File: src/rtl/pwm_dc_sequencer.sv
// pwm_dc_sequencer
//   Bus-programmable duty-cycle streamer feeding the PWM block's external
//   duty-cycle inputs. The host fills a sample FIFO over a simple register
//   bus. A programmable interval timer pops one sample per tick and presents
//   it on o_DC together with a one-cycle o_valid_DC strobe. In loop mode each
//   popped sample is re-queued at the tail, so the buffer replays forever.
//
//   Ports:
//     clk_i       single clock
//     rst_i       asynchronous active-high reset
//     re_i/we_i   bus read / write enables (write = we_i & ~re_i)
//     addr_i      byte register address
//     wdata_i     write data
//     be_i        byte enables (ignored, full-word writes only)
//     rdata_o     combinational read data
//     o_DC        current duty-cycle sample (holds between strobes)
//     o_valid_DC  one-cycle strobe qualifying o_DC
//     o_irq       low-watermark interrupt (level)
//
//   Registers: 0x00 ctrl, 0x04 interval, 0x08 data, 0x0C status,
//              0x10 prescale (only with PWM_DC_SEQ_PRESCALE_EN defined).
//
//   Optional feature macro: PWM_DC_SEQ_PRESCALE_EN adds a prescaler so the
//   tick period becomes (prescale+1)*max(interval,1) cycles.
module pwm_dc_sequencer #(
   parameter int DEPTH = 16,
   parameter int DW    = 16,
   localparam int CW   = $clog2(DEPTH) + 1
) (
   input  logic          clk_i,
   input  logic          rst_i,
   input  logic          re_i,
   input  logic          we_i,
   input  logic [7:0]    addr_i,
   input  logic [31:0]   wdata_i,
   input  logic [3:0]    be_i,
   output logic [31:0]   rdata_o,
   output logic [DW-1:0] o_DC,
   output logic          o_valid_DC,
   output logic          o_irq
);

   localparam int AW = $clog2(DEPTH);
   localparam logic [CW-1:0] FULL_CNT = CW'(DEPTH);

   logic          run_q, loop_q, irq_en_q;
   logic [7:0]    thr_q;
   logic [15:0]   ivl_q;
   logic          ovf_q, udf_q;
   logic [AW-1:0] wr_ptr_q, rd_ptr_q;
   logic [CW-1:0] cnt_q;
   logic [15:0]   tick_cnt_q;
   logic [DW-1:0] mem [DEPTH];
   logic [DW-1:0] dc_p1;
   logic          vld_p1;
   logic          irq_q;

   logic wr_en, ctrl_wr, ivl_wr, data_wr, stat_wr, flush;
   logic [15:0] ivl_eff;
   logic tick_hit, pre_tc, tick, cnt_clr;
   logic empty, full, pop, loop_pop, push_req, push_ok, ovf_set, udf_set;

   // be_i is intentionally ignored; only full-word writes are supported
   logic unused_bits;
   assign unused_bits = &{1'b0, be_i, wdata_i};

   always_comb begin
      wr_en    = we_i & ~re_i;
      ctrl_wr  = wr_en && (addr_i == 8'h00);
      ivl_wr   = wr_en && (addr_i == 8'h04);
      data_wr  = wr_en && (addr_i == 8'h08);
      stat_wr  = wr_en && (addr_i == 8'h0C);
      flush    = ctrl_wr & wdata_i[3];
      // interval 0 behaves like interval 1
      ivl_eff  = (ivl_q == 16'd0) ? 16'd1 : ivl_q;
      tick_hit = (tick_cnt_q == ivl_eff - 16'd1);
      // timers restart whenever run is (being) cleared or on flush
      cnt_clr  = flush | ~run_q | (ctrl_wr & ~wdata_i[0]);
      tick     = run_q & pre_tc & tick_hit;
      empty    = (cnt_q == '0);
      full     = (cnt_q == FULL_CNT);
      pop      = tick & ~empty & ~flush;
      loop_pop = pop & loop_q;
      udf_set  = tick & empty & ~flush;
      push_req = data_wr & ~flush;
      // fullness is judged on the start-of-cycle count, even with a pop
      push_ok  = push_req & ~loop_q & ~full;
      ovf_set  = push_req & (loop_q | full);
   end

`ifdef PWM_DC_SEQ_PRESCALE_EN
   logic [7:0] ps_q, ps_cnt_q;
   logic       ps_wr;

   assign ps_wr  = wr_en && (addr_i == 8'h10);
   assign pre_tc = (ps_cnt_q == ps_q);

   always_ff @(posedge clk_i or posedge rst_i) begin
      if (rst_i) begin
         ps_q     <= '0;
         ps_cnt_q <= '0;
      end else begin
         if (ps_wr) ps_q <= wdata_i[7:0];
         if (cnt_clr | pre_tc) ps_cnt_q <= '0;
         else                  ps_cnt_q <= ps_cnt_q + 8'd1;
      end
   end
`else
   assign pre_tc = 1'b1;
`endif

   // Sample storage is not reset; only pointers and count define validity.
   always_ff @(posedge clk_i) begin
      if (push_ok)       mem[wr_ptr_q] <= wdata_i[DW-1:0];
      else if (loop_pop) mem[wr_ptr_q] <= mem[rd_ptr_q];
   end

   always_ff @(posedge clk_i or posedge rst_i) begin
      if (rst_i) begin
         run_q      <= 1'b0;
         loop_q     <= 1'b0;
         irq_en_q   <= 1'b0;
         thr_q      <= '0;
         ivl_q      <= '0;
         ovf_q      <= 1'b0;
         udf_q      <= 1'b0;
         wr_ptr_q   <= '0;
         rd_ptr_q   <= '0;
         cnt_q      <= '0;
         tick_cnt_q <= '0;
         dc_p1      <= '0;
         vld_p1     <= 1'b0;
         irq_q      <= 1'b0;
      end else begin
         if (ctrl_wr) begin
            run_q    <= wdata_i[0];
            loop_q   <= wdata_i[1];
            irq_en_q <= wdata_i[2];
            thr_q    <= wdata_i[15:8];
         end
         if (ivl_wr) ivl_q <= wdata_i[15:0];

         if (flush) begin
            ovf_q <= 1'b0;
            udf_q <= 1'b0;
         end else begin
            ovf_q <= ovf_set | (ovf_q & ~(stat_wr & wdata_i[18]));
            udf_q <= udf_set | (udf_q & ~(stat_wr & wdata_i[19]));
         end

         if (flush) begin
            wr_ptr_q <= '0;
            rd_ptr_q <= '0;
            cnt_q    <= '0;
         end else begin
            if (pop)                 rd_ptr_q <= rd_ptr_q + AW'(1);
            if (push_ok | loop_pop)  wr_ptr_q <= wr_ptr_q + AW'(1);
            // loop pops re-queue the sample, so only stream pops drain
            if (push_ok && !(pop && !loop_q))      cnt_q <= cnt_q + CW'(1);
            else if (!push_ok && pop && !loop_q)   cnt_q <= cnt_q - CW'(1);
         end

         if (cnt_clr)     tick_cnt_q <= '0;
         else if (pre_tc) tick_cnt_q <= tick_hit ? 16'd0 : tick_cnt_q + 16'd1;

         // p0 -> p1: popped sample is presented one cycle after the tick
         vld_p1 <= pop;
         if (pop) dc_p1 <= mem[rd_ptr_q];

         irq_q <= irq_en_q & (32'(cnt_q) <= 32'(thr_q));
      end
   end

   assign o_DC       = dc_p1;
   assign o_valid_DC = vld_p1;
   assign o_irq      = irq_q;

   always_comb begin
      rdata_o = '0;
      case (addr_i)
         8'h00: begin
            rdata_o[0]    = run_q;
            rdata_o[1]    = loop_q;
            rdata_o[2]    = irq_en_q;
            rdata_o[15:8] = thr_q;
         end
         8'h04: rdata_o[15:0] = ivl_q;
         8'h0C: begin
            rdata_o[CW-1:0] = cnt_q;
            rdata_o[16]     = empty;
            rdata_o[17]     = full;
            rdata_o[18]     = ovf_q;
            rdata_o[19]     = udf_q;
         end
`ifdef PWM_DC_SEQ_PRESCALE_EN
         8'h10: rdata_o[7:0] = ps_q;
`endif
         default: rdata_o = '0;
      endcase
   end

endmodule

File: config.mk
export PLATFORM = sky130hd
export DESIGN_NAME = pwm_dc_sequencer
export DESIGN_NICKNAME = d
export VERILOG_FILES = /design/src/rtl/pwm_dc_sequencer.sv
export SDC_FILE = /design/constraint.sdc
export NUM_CORES = 1
export LEC_CHECK = 0
export CAP_MARGIN = 20
export CORE_MARGIN = 3
export CORE_UTILIZATION = 30
export DETAILED_ROUTE_END_ITERATION = 7
export PLACE_DENSITY = 0.52
export SLEW_MARGIN = 20
export SYNTH_ARGS = -nofsm -noshare
export SYNTH_HDL_FRONTEND = slang
export SYNTH_SLANG_ARGS = --single-unit
File: constraint.sdc
create_clock -name clk_i -period 4.45 [get_ports clk_i]
set_input_delay 0.445 -clock clk_i [delete_from_list [all_inputs] [get_ports clk_i]]
set_output_delay 0.445 -clock clk_i [all_outputs]
set_load 0.03 [all_outputs]
==> results.md, run 1 <==
- Sw power: roughly 1500 uW
- Share of power burned in combinational logic: ~7.5%
- Mean number of vias per cell: 4.911
- Mux share of post-synthesis cell area: roughly 18%
- Drt first pass iters: 4
- Required time at the endpoint of the critical path: between 4 and 5 ns
- Area Growth Syn to Fin: 21.89%
- Worst Clk Skew: ~0.020 ns
- Share of synthesized registers carrying an async set or reset: a little under a quarter
- Row Count: 80
- Largest driver fanout on the critical path: 5
- Number of nets still failing antenna checks after routing: 0
- Endpoint class of the critical path: register
- Die extent in y: between 200 and 250 um
- Number of top-level pins: 98
- Mean post-synth cell area: ~17 um2
- Yosys warning count: 0
- Horizontal die dimension: 226.3 um
- Most utilized layer in the global route result: met2
- # diodes: 0
- Hold-fix buffers, CTS: 0
- CTS tree: yes
- Max-Slew Margin vs Limit: 36.69%
- Starting density of the core: roughly 30%
- Number of max-cap violations: 0
- Cell taking the most area after synthesis: sky130_fd_sc_hd__edfxtp_1
- Fin Setup TNS: 0 ns
- Total Die Area: slightly above 50000 um2
- Power Dens Cells: 393.2 nW/um2
- Share of the synthesized netlist area taken by xor and xnor gates: under 10%
- Compound-gate portion of the synthesized area: between 2 and 3%
- Gate Count Post-Synth: roughly 850
- Number of DRC markers in iteration 0: between 600 and 700
- Layout cells sized above 1: 27.37%
- Top cells by count, synth: sky130_fd_sc_hd__edfxtp_1 (256), sky130_fd_sc_hd__mux4_2 (80), sky130_fd_sc_hd__dfrtp_1 (76), sky130_fd_sc_hd__mux2_2 (50), sky130_fd_sc_hd__nor2_1 (48)
- Largest family of logic cells by synthesized area: multiplexers
- Pin count of the biggest net entering global routing: 50
- Data arrival time of the critical path: ~4.6 ns
- Global route overflow: 0
- Antenna violations before repair: 3
- Reg-to-reg critical path startpoint: ivl_q[10]
- Number of H-tree levels: 2
- Dominant synthesized flop cell: sky130_fd_sc_hd__edfxtp_1
- Final Max Tran Viols: 0
- Maximum clock rate: 239.0 MHz
- Post-CTS clock slew at the launch and capture registers of the worst setup and hold paths: roughly 0.06 ns
- EDFF count, synth: around 260
- Leakage: ~0.0065 uW
- Crit path launch: ivl_q[10]
- Final worst-path cycle share: a little over nine tenths
- Met2 track utilization from global routing: a little under a quarter
- Synthesized-area fraction occupied by adder cells: between 1.5 and 2%
- Clk Latency, worst-skew pair: 0.52 ns
- Result of the run: finished clean
- Number of clock sinks: about 330
- Core footprint: 47850 um2
- Top cells by area in the synthesized netlist: sky130_fd_sc_hd__edfxtp_1 (53%), sky130_fd_sc_hd__dfrtp_1 (13%), sky130_fd_sc_hd__mux4_2 (12%)
- Fin util: a little under two fifths
- Number of distinct library cells after synthesis: 63
- Buffer count from post-CTS setup fixing: 0
- Buffer levels on the longest clock path: 3
- Via count of the first global-routing pass: 8278
- Gr usage total: about 14%
- Maximum vdd ir drop: 216.1 uV
- Switching Share: 21.81%
- Power share of the clock group: 43.8%
- Post-layout nets: around 1000
- Class of the worst hold path: in -> async
- Post-synthesis share of cell area spent on and, or, nand and nor gates: under 10%
- RSZ-0062 raised after global routing: no
- Min Clock Period, post-route: about 4.2 ns
- Met3 Use GR: between 2 and 3%
- Input/output buffers: 67
- Final number of hold-violating endpoints: 0
- Via count: between 7000 and 8000
- Final setup violation count: 0
- Gpl congestion: just under 0.8
- Portion of total power attributed to sequential cells: between 40 and 50%
- Total of flip-flops plus latches after synthesis: about 330
- Aggregate routed wire length: between 30000 and 40000 um
- Sequential area share after synthesis: 65.85%
- Global-route met1 utilization: ~20%
- Inserted Clock Buffers: 37
- Routed wire length per instance: roughly 22 um
- Final HPWL DP: about 23000 um
- Worst Path Class, Setup: reg -> reg
- Summed instance area of the synthesized netlist: around 15000 um2
- Critical Path Start Type: register
- Master cell of the clock root buffer: sky130_fd_sc_hd__clkbuf_16
- First-pass GRT wire length: 54000 um
- Most numerous cell in the Yosys netlist: sky130_fd_sc_hd__edfxtp_1
- Number of DRC violations after detailed routing: 0
- Slew of the pin with the lowest slew margin: about 0.95 ns
- Cell-internal power: approximately 5500 uW
- Share of the synthesized area in the top cell type: around 53%
[state kept, by name, summed over array words and instances (netlist names)]
| signal | flops |
|---|---|
| ivl_q | 16 |
| tick_cnt_q | 16 |
| cnt_q | 5 |
| o_DC | 16 |
| thr_q | 8 |
| loop_q | 1 |
| rd_ptr_q | 4 |
| wr_ptr_q | 4 |
| udf_q | 1 |
| run_q | 1 |
| irq_en_q | 1 |
| o_valid_DC | 1 |
| o_irq | 1 |
| ovf_q | 1 |
| mem | 256 |
[final cells by class]
class                      count  area [um2]
fill                        4506       30100
clock buffer                  48       977.2
tap                          615       769.5
multi-input combinational    466        4738
sequential                   332        9594
timing repair buffer         130        1376
inverter                      17       65.06
clock inverter                19       227.7
[power by group through the flow]
stage	clock, uW	combinational (uW)	sequential (uW)
floorplan	0	359	3450
global placement	0	518	3470
detailed placement	0	530	3470
CTS	3140	532	3400
global route	3280	573	3400
finish	3050	523	3400
[per-layer routing]
layer	share of wire, %	vias up
li1	-	3612
met1	45	4164
met2	48	166
met3	4.3	48
met4	2.0	0
met5	0	-
[layout by cell type, fill, tap and decap left out, types with 8 or more instances in the layout]
cell	n
sky130_fd_sc_hd__clkdlybuf4s50_1	67
sky130_fd_sc_hd__clkbuf_1	10
sky130_fd_sc_hd__xnor2_1	13
sky130_fd_sc_hd__xor2_1	20
sky130_fd_sc_hd__mux4_2	80
sky130_fd_sc_hd__dfrtp_1	74
sky130_fd_sc_hd__a22o_1	8
sky130_fd_sc_hd__nor3_1	11
sky130_fd_sc_hd__and3_1	27
sky130_fd_sc_hd__mux2_2	49
sky130_fd_sc_hd__ha_1	15
sky130_fd_sc_hd__buf_4	45
sky130_fd_sc_hd__nand3_1	22
sky130_fd_sc_hd__inv_1	16
sky130_fd_sc_hd__mux2_4	11
sky130_fd_sc_hd__a21oi_1	8
sky130_fd_sc_hd__mux2i_1	10
sky130_fd_sc_hd__clkbuf_16	37
sky130_fd_sc_hd__nor2_1	48
sky130_fd_sc_hd__edfxtp_1	256
sky130_fd_sc_hd__o21ai_0	11
sky130_fd_sc_hd__conb_1	12
sky130_fd_sc_hd__nor2b_1	10
sky130_fd_sc_hd__or3_1	8
sky130_fd_sc_hd__nand2_1	21
sky130_fd_sc_hd__buf_12	17
[metrics by stage]
step	worst slack [ns]	power (uW)	instance area [um2]	cells	hold slack (ns)
after floorplan	0.2367	3811	14600	865	0.4747
after global placement	0.1070	3986	16480	1559	0.4956
after detailed placement	0.08780	3995	16510	1560	0.4962
after CTS	0.07348	7070	17720	1627	0.4572
after global routing	0.02707	7258	17750	1627	0.4877
final	0.2655	6979	17750	1627	0.4271
[final timing paths]
check	endpoint	slack, ns	cells past startpoint
worst min register to register	o_DC[9]	0.51	1
max in group asynchronous	o_DC[0]	3.07	3
worst max register to register	cnt_q[4]	0.27	18
min in group clk_i	o_DC[9]	0.51	1
worst min-delay path	tick_cnt_q[15]	0.43	2
worst max-delay path	cnt_q[4]	0.27	18
[worst max-delay path, stage by stage (launching register included)]
cell and delay (ns):
sky130_fd_sc_hd__dfrtp_1 0.39, sky130_fd_sc_hd__nor4_4 0.07, sky130_fd_sc_hd__and4_2 0.24, sky130_fd_sc_hd__a21oi_1 0.23
sky130_fd_sc_hd__ha_2 0.27, sky130_fd_sc_hd__or3b_1 0.41, sky130_fd_sc_hd__or4_1 0.51, sky130_fd_sc_hd__o2111ai_1 0.11
sky130_fd_sc_hd__nor4b_2 0.08, sky130_fd_sc_hd__nand4_1 0.18, sky130_fd_sc_hd__or3_1 0.16, sky130_fd_sc_hd__nand2_1 0.08
sky130_fd_sc_hd__buf_4 0.18, sky130_fd_sc_hd__fa_1 0.39, sky130_fd_sc_hd__a21o_1 0.19, sky130_fd_sc_hd__a21oi_1 0.19
sky130_fd_sc_hd__nor2b_1 0.07, sky130_fd_sc_hd__mux2i_1 0.15, sky130_fd_sc_hd__mux2i_1 0.19
[kinds of logic after synthesis]
group,Yosys count
AO/OA/AOI/OAI,59
XOR/XNOR,33
adder cells (fa/ha/maj),17
buffers and inverters,67
flip-flops,332
multiplexers,150
other,1
AND/OR/NAND/NOR,195
[repair_timing]
| item | CTS | global route |
|---|---|---|
| hold endpoints to repair | 0 | 0 |
| setup endpoints to repair | 0 | 513 |
| resized for setup | 0 | 6 |
Power figures use the tool's default switching activity.
==> run 2, diff against run 1 <==
--- a/config.mk
+++ b/config.mk
@@ -10,6 +10,7 @@
 export CORE_UTILIZATION = 30
 export DETAILED_ROUTE_END_ITERATION = 7
 export PLACE_DENSITY = 0.52
+export SKIP_LAST_GASP = 1
 export SLEW_MARGIN = 20
 export SYNTH_ARGS = -nofsm -noshare
 export SYNTH_HDL_FRONTEND = slang
==> results of run 2 <==
The final DEF is identical to that of run 1; final timing and power are the same.
==> run 3, diff against run 2 <==
--- a/config.mk
+++ b/config.mk
@@ -5,7 +5,6 @@
 export SDC_FILE = /design/constraint.sdc
 export NUM_CORES = 1
 export LEC_CHECK = 0
-export CAP_MARGIN = 20
 export CORE_MARGIN = 3
 export CORE_UTILIZATION = 30
 export DETAILED_ROUTE_END_ITERATION = 7
==> results.md, run 3 (same netlist as run 1, synthesis figures left out) <==
- Slowest Stage Delay on Critical Path: 0.45 ns (-0.06 ns)
- Cell family with the largest share of critical-path delay: simple AND/OR/NAND/NOR gates
- Data arrival time of the critical path: 4.44 ns (-0.18 ns)
- Critical path buffer and inverter count: 2 (+1)
- Via count: 7997 (+0.088%)
- Pin count of the biggest net entering global routing: 50 (unchanged)
- Number of max-cap violations: 0 (unchanged)
- Inserted Clock Buffers: 37 (unchanged)
- Routed wire length per instance: 22.11 um (+0.34%)
- Worst Path Class, Setup: reg -> reg
- Clk Latency, worst-skew pair: 0.54 ns (+0.02 ns)
- Starting density of the core: 30.43% (unchanged)
- Final worst-path cycle share: 94.38% (+0.35 points)
- Switching Share: 22.42% (+0.61 points)
- Fin Setup TNS: 0 ns (unchanged)
- Gpl congestion: 0.7711 (unchanged)
- Register bank with the most flops: mem
- Number of clock sinks: 332 (unchanged)
- Input/output buffers: 67 (unchanged)
- Gr usage total: 14.27% (+0.042 points)
- Hold-fix buffers, CTS: 0 (unchanged)
- Endpoint class of the critical path: register
- Final HPWL DP: 23230 um (-0.94%)
- Mean number of vias per cell: 4.921 (+0.21%)
- Global route overflow: 0 (unchanged)
- Share of power burned in combinational logic: 7.5% (about the same)
- Largest driver fanout on the critical path: 16 (+11)
- Horizontal die dimension: 226.3 um (unchanged)
- Sw power: 1537 uW (+0.99%)
- Leakage: 0.006435 uW (-0.70%)
- Final Max Tran Viols: 0 (unchanged)
- Buffer count from post-CTS setup fixing: 0 (unchanged)
- Row Count: 80 (unchanged)
- Number of DRC violations after detailed routing: 0 (unchanged)
- Area Growth Syn to Fin: 21.32%
- Post-CTS clock slew at the launch and capture registers of the worst setup and hold paths: 0.06 ns (about the same)
- Class of the worst hold path: in -> async
- Maximum vdd ir drop: 218.4 uV (+1.0%)
- # diodes: 0 (unchanged)
- Final number of hold-violating endpoints: 0 (unchanged)
- Min Clock Period, post-route: 4.200 ns (+0.01536 ns)
- Master cell of the clock root buffer: sky130_fd_sc_hd__clkbuf_16
- Portion of total power attributed to sequential cells: 49.6% (+0.9 points)
- Antenna violations before repair: 3 (unchanged)
- Worst path most repeated cell: sky130_fd_sc_hd__buf_4
- RSZ-0062 raised after global routing: no
- Final setup violation count: 0 (unchanged)
- Slew of the pin with the lowest slew margin: 0.9199 ns (-0.02971 ns)
- Cell with the biggest individual delay on the critical path: sky130_fd_sc_hd__mux2_2
- Number of H-tree levels: 2 (unchanged)
- Aggregate routed wire length: 35930 um (+0.22%)
- Critical Path Start Type: register
- Total Die Area: 51220 um2 (unchanged)
- Post-layout nets: 1048 (-0.095%)
- Flip-flop count of the largest register, all copies and words added: 256 (unchanged)
- Max-Slew Margin vs Limit: 38.68% (+2.0 points)
- Buffer levels on the longest clock path: 3 (unchanged)
- Number of DRC markers in iteration 0: 650 (+4.8%)
- Core footprint: 47850 um2 (unchanged)
- Worst Clk Skew: 0.01725 ns (-0.002909 ns)
- Most common cell after layout, fill and taps aside: sky130_fd_sc_hd__edfxtp_1
- Number of top-level pins: 98 (unchanged)
- Number of nets still failing antenna checks after routing: 0 (unchanged)
- First-pass GRT wire length: 54140 um (+0.26%)
- Drt first pass iters: 5 (+1)
- Cell-internal power: 5320 uW (-2.5%)
- Layout cells sized above 1: 27.03% (-0.34 points)
- Via count of the first global-routing pass: 8254 (-0.29%)
- Critical path, cell by cell: nor4_2 -> and4_1 -> a21oi_2 -> ha_2 -> nor3b_1 -> buf_4 -> a211oi_1 -> a41oi_1 -> nor4_1 -> nand4_1 -> buf_4 -> nor4_4 -> nand2_8 -> mux2_2
- Power Dens Cells: 388.2 nW/um2 (-1.3%)
- PnR Total Power: 6858 uW (-1.7%)
- Required time at the endpoint of the critical path: 4.69 ns (-0.19 ns)
- Result of the run: finished clean
- Maximum clock rate: 238.1 MHz (-0.37%)
- CTS tree: yes
- Power share of the clock group: 42.9% (-0.9 points)
- Number of cells upsized or downsized after cts: 0 (unchanged)
- Leading cell types in the layout, fill and taps excluded: sky130_fd_sc_hd__edfxtp_1 (256), sky130_fd_sc_hd__mux4_2 (80), sky130_fd_sc_hd__dfrtp_1 (73)
- Die extent in y: 226.3 um (unchanged)
==> run 3: power groups by stage <==
stage / Sequential (uW) / Combinational (uW) / Clock, uW
floorplan: 3450 / 359 / 0
global placement: 3470 / 518 / 0
detailed placement: 3470 / 522 / 0
CTS: 3410 / 523 / 3030
global route: 3410 / 562 / 3160
finish: 3400 / 513 / 2940
==> run 3: per-stage QoR <==
| stage | worst slack [ns] | util, % | instances | instance area [um2] | hold WS [ns] |
|---|---|---|---|---|---|
| 3_5_place_dp | 0.1039 | 34.45 | 1559 | 16480 | 0.4959 |
| 6_report | 0.2502 | 36.92 | 1625 | 17670 | 0.4054 |
| 2_1_floorplan | 0.2367 | - | 865 | 14600 | 0.4747 |
| 4_1_cts | 0.06637 | 36.88 | 1625 | 17650 | 0.4360 |
| 5_1_grt | 0.002029 | 36.92 | 1625 | 17670 | 0.4694 |
| 3_3_place_gp | 0.1070 | 34.45 | 1559 | 16480 | 0.4956 |
==> run 3: area by class of cell <==
type | count | area, um2
clock buffers | 50 | 1006
flip-flops and latches | 332 | 9595
repair buffers | 129 | 1349
well taps | 615 | 769.5
inverters | 17 | 65.06
fillers | 4512 | 30180
multi-input cells | 466 | 4726
clock inverters | 16 | 155.1
==> run 3: worst paths after layout <==
kind | to | cells after the start | from | slack, ns
max | mem[4][3] | 14 | ivl_q[5] | 0.25
min | ivl_q[13] | 2 | rst_i | 0.41
max reg2reg | mem[4][3] | 14 | ivl_q[5] | 0.25
min reg2reg | o_DC[3] | 1 | o_DC[3] | 0.50
max in group asynchronous | o_DC[7] | 3 | rst_i | 3.09
min in group clk_i | o_DC[3] | 1 | o_DC[3] | 0.50
==> run 3: routing by layer <==
| metal | vias to the layer above | track usage, % | part of all wire, % |
|---|---|---|---|
| met5 | - | 0 | 0 |
| met4 | 0 | 3.626 | 1.6 |
| met3 | 41 | 2.317 | 4.7 |
| met2 | 177 | 23.80 | 49 |
| met1 | 4172 | 19.56 | 45 |
| li1 | 3607 | - | - |
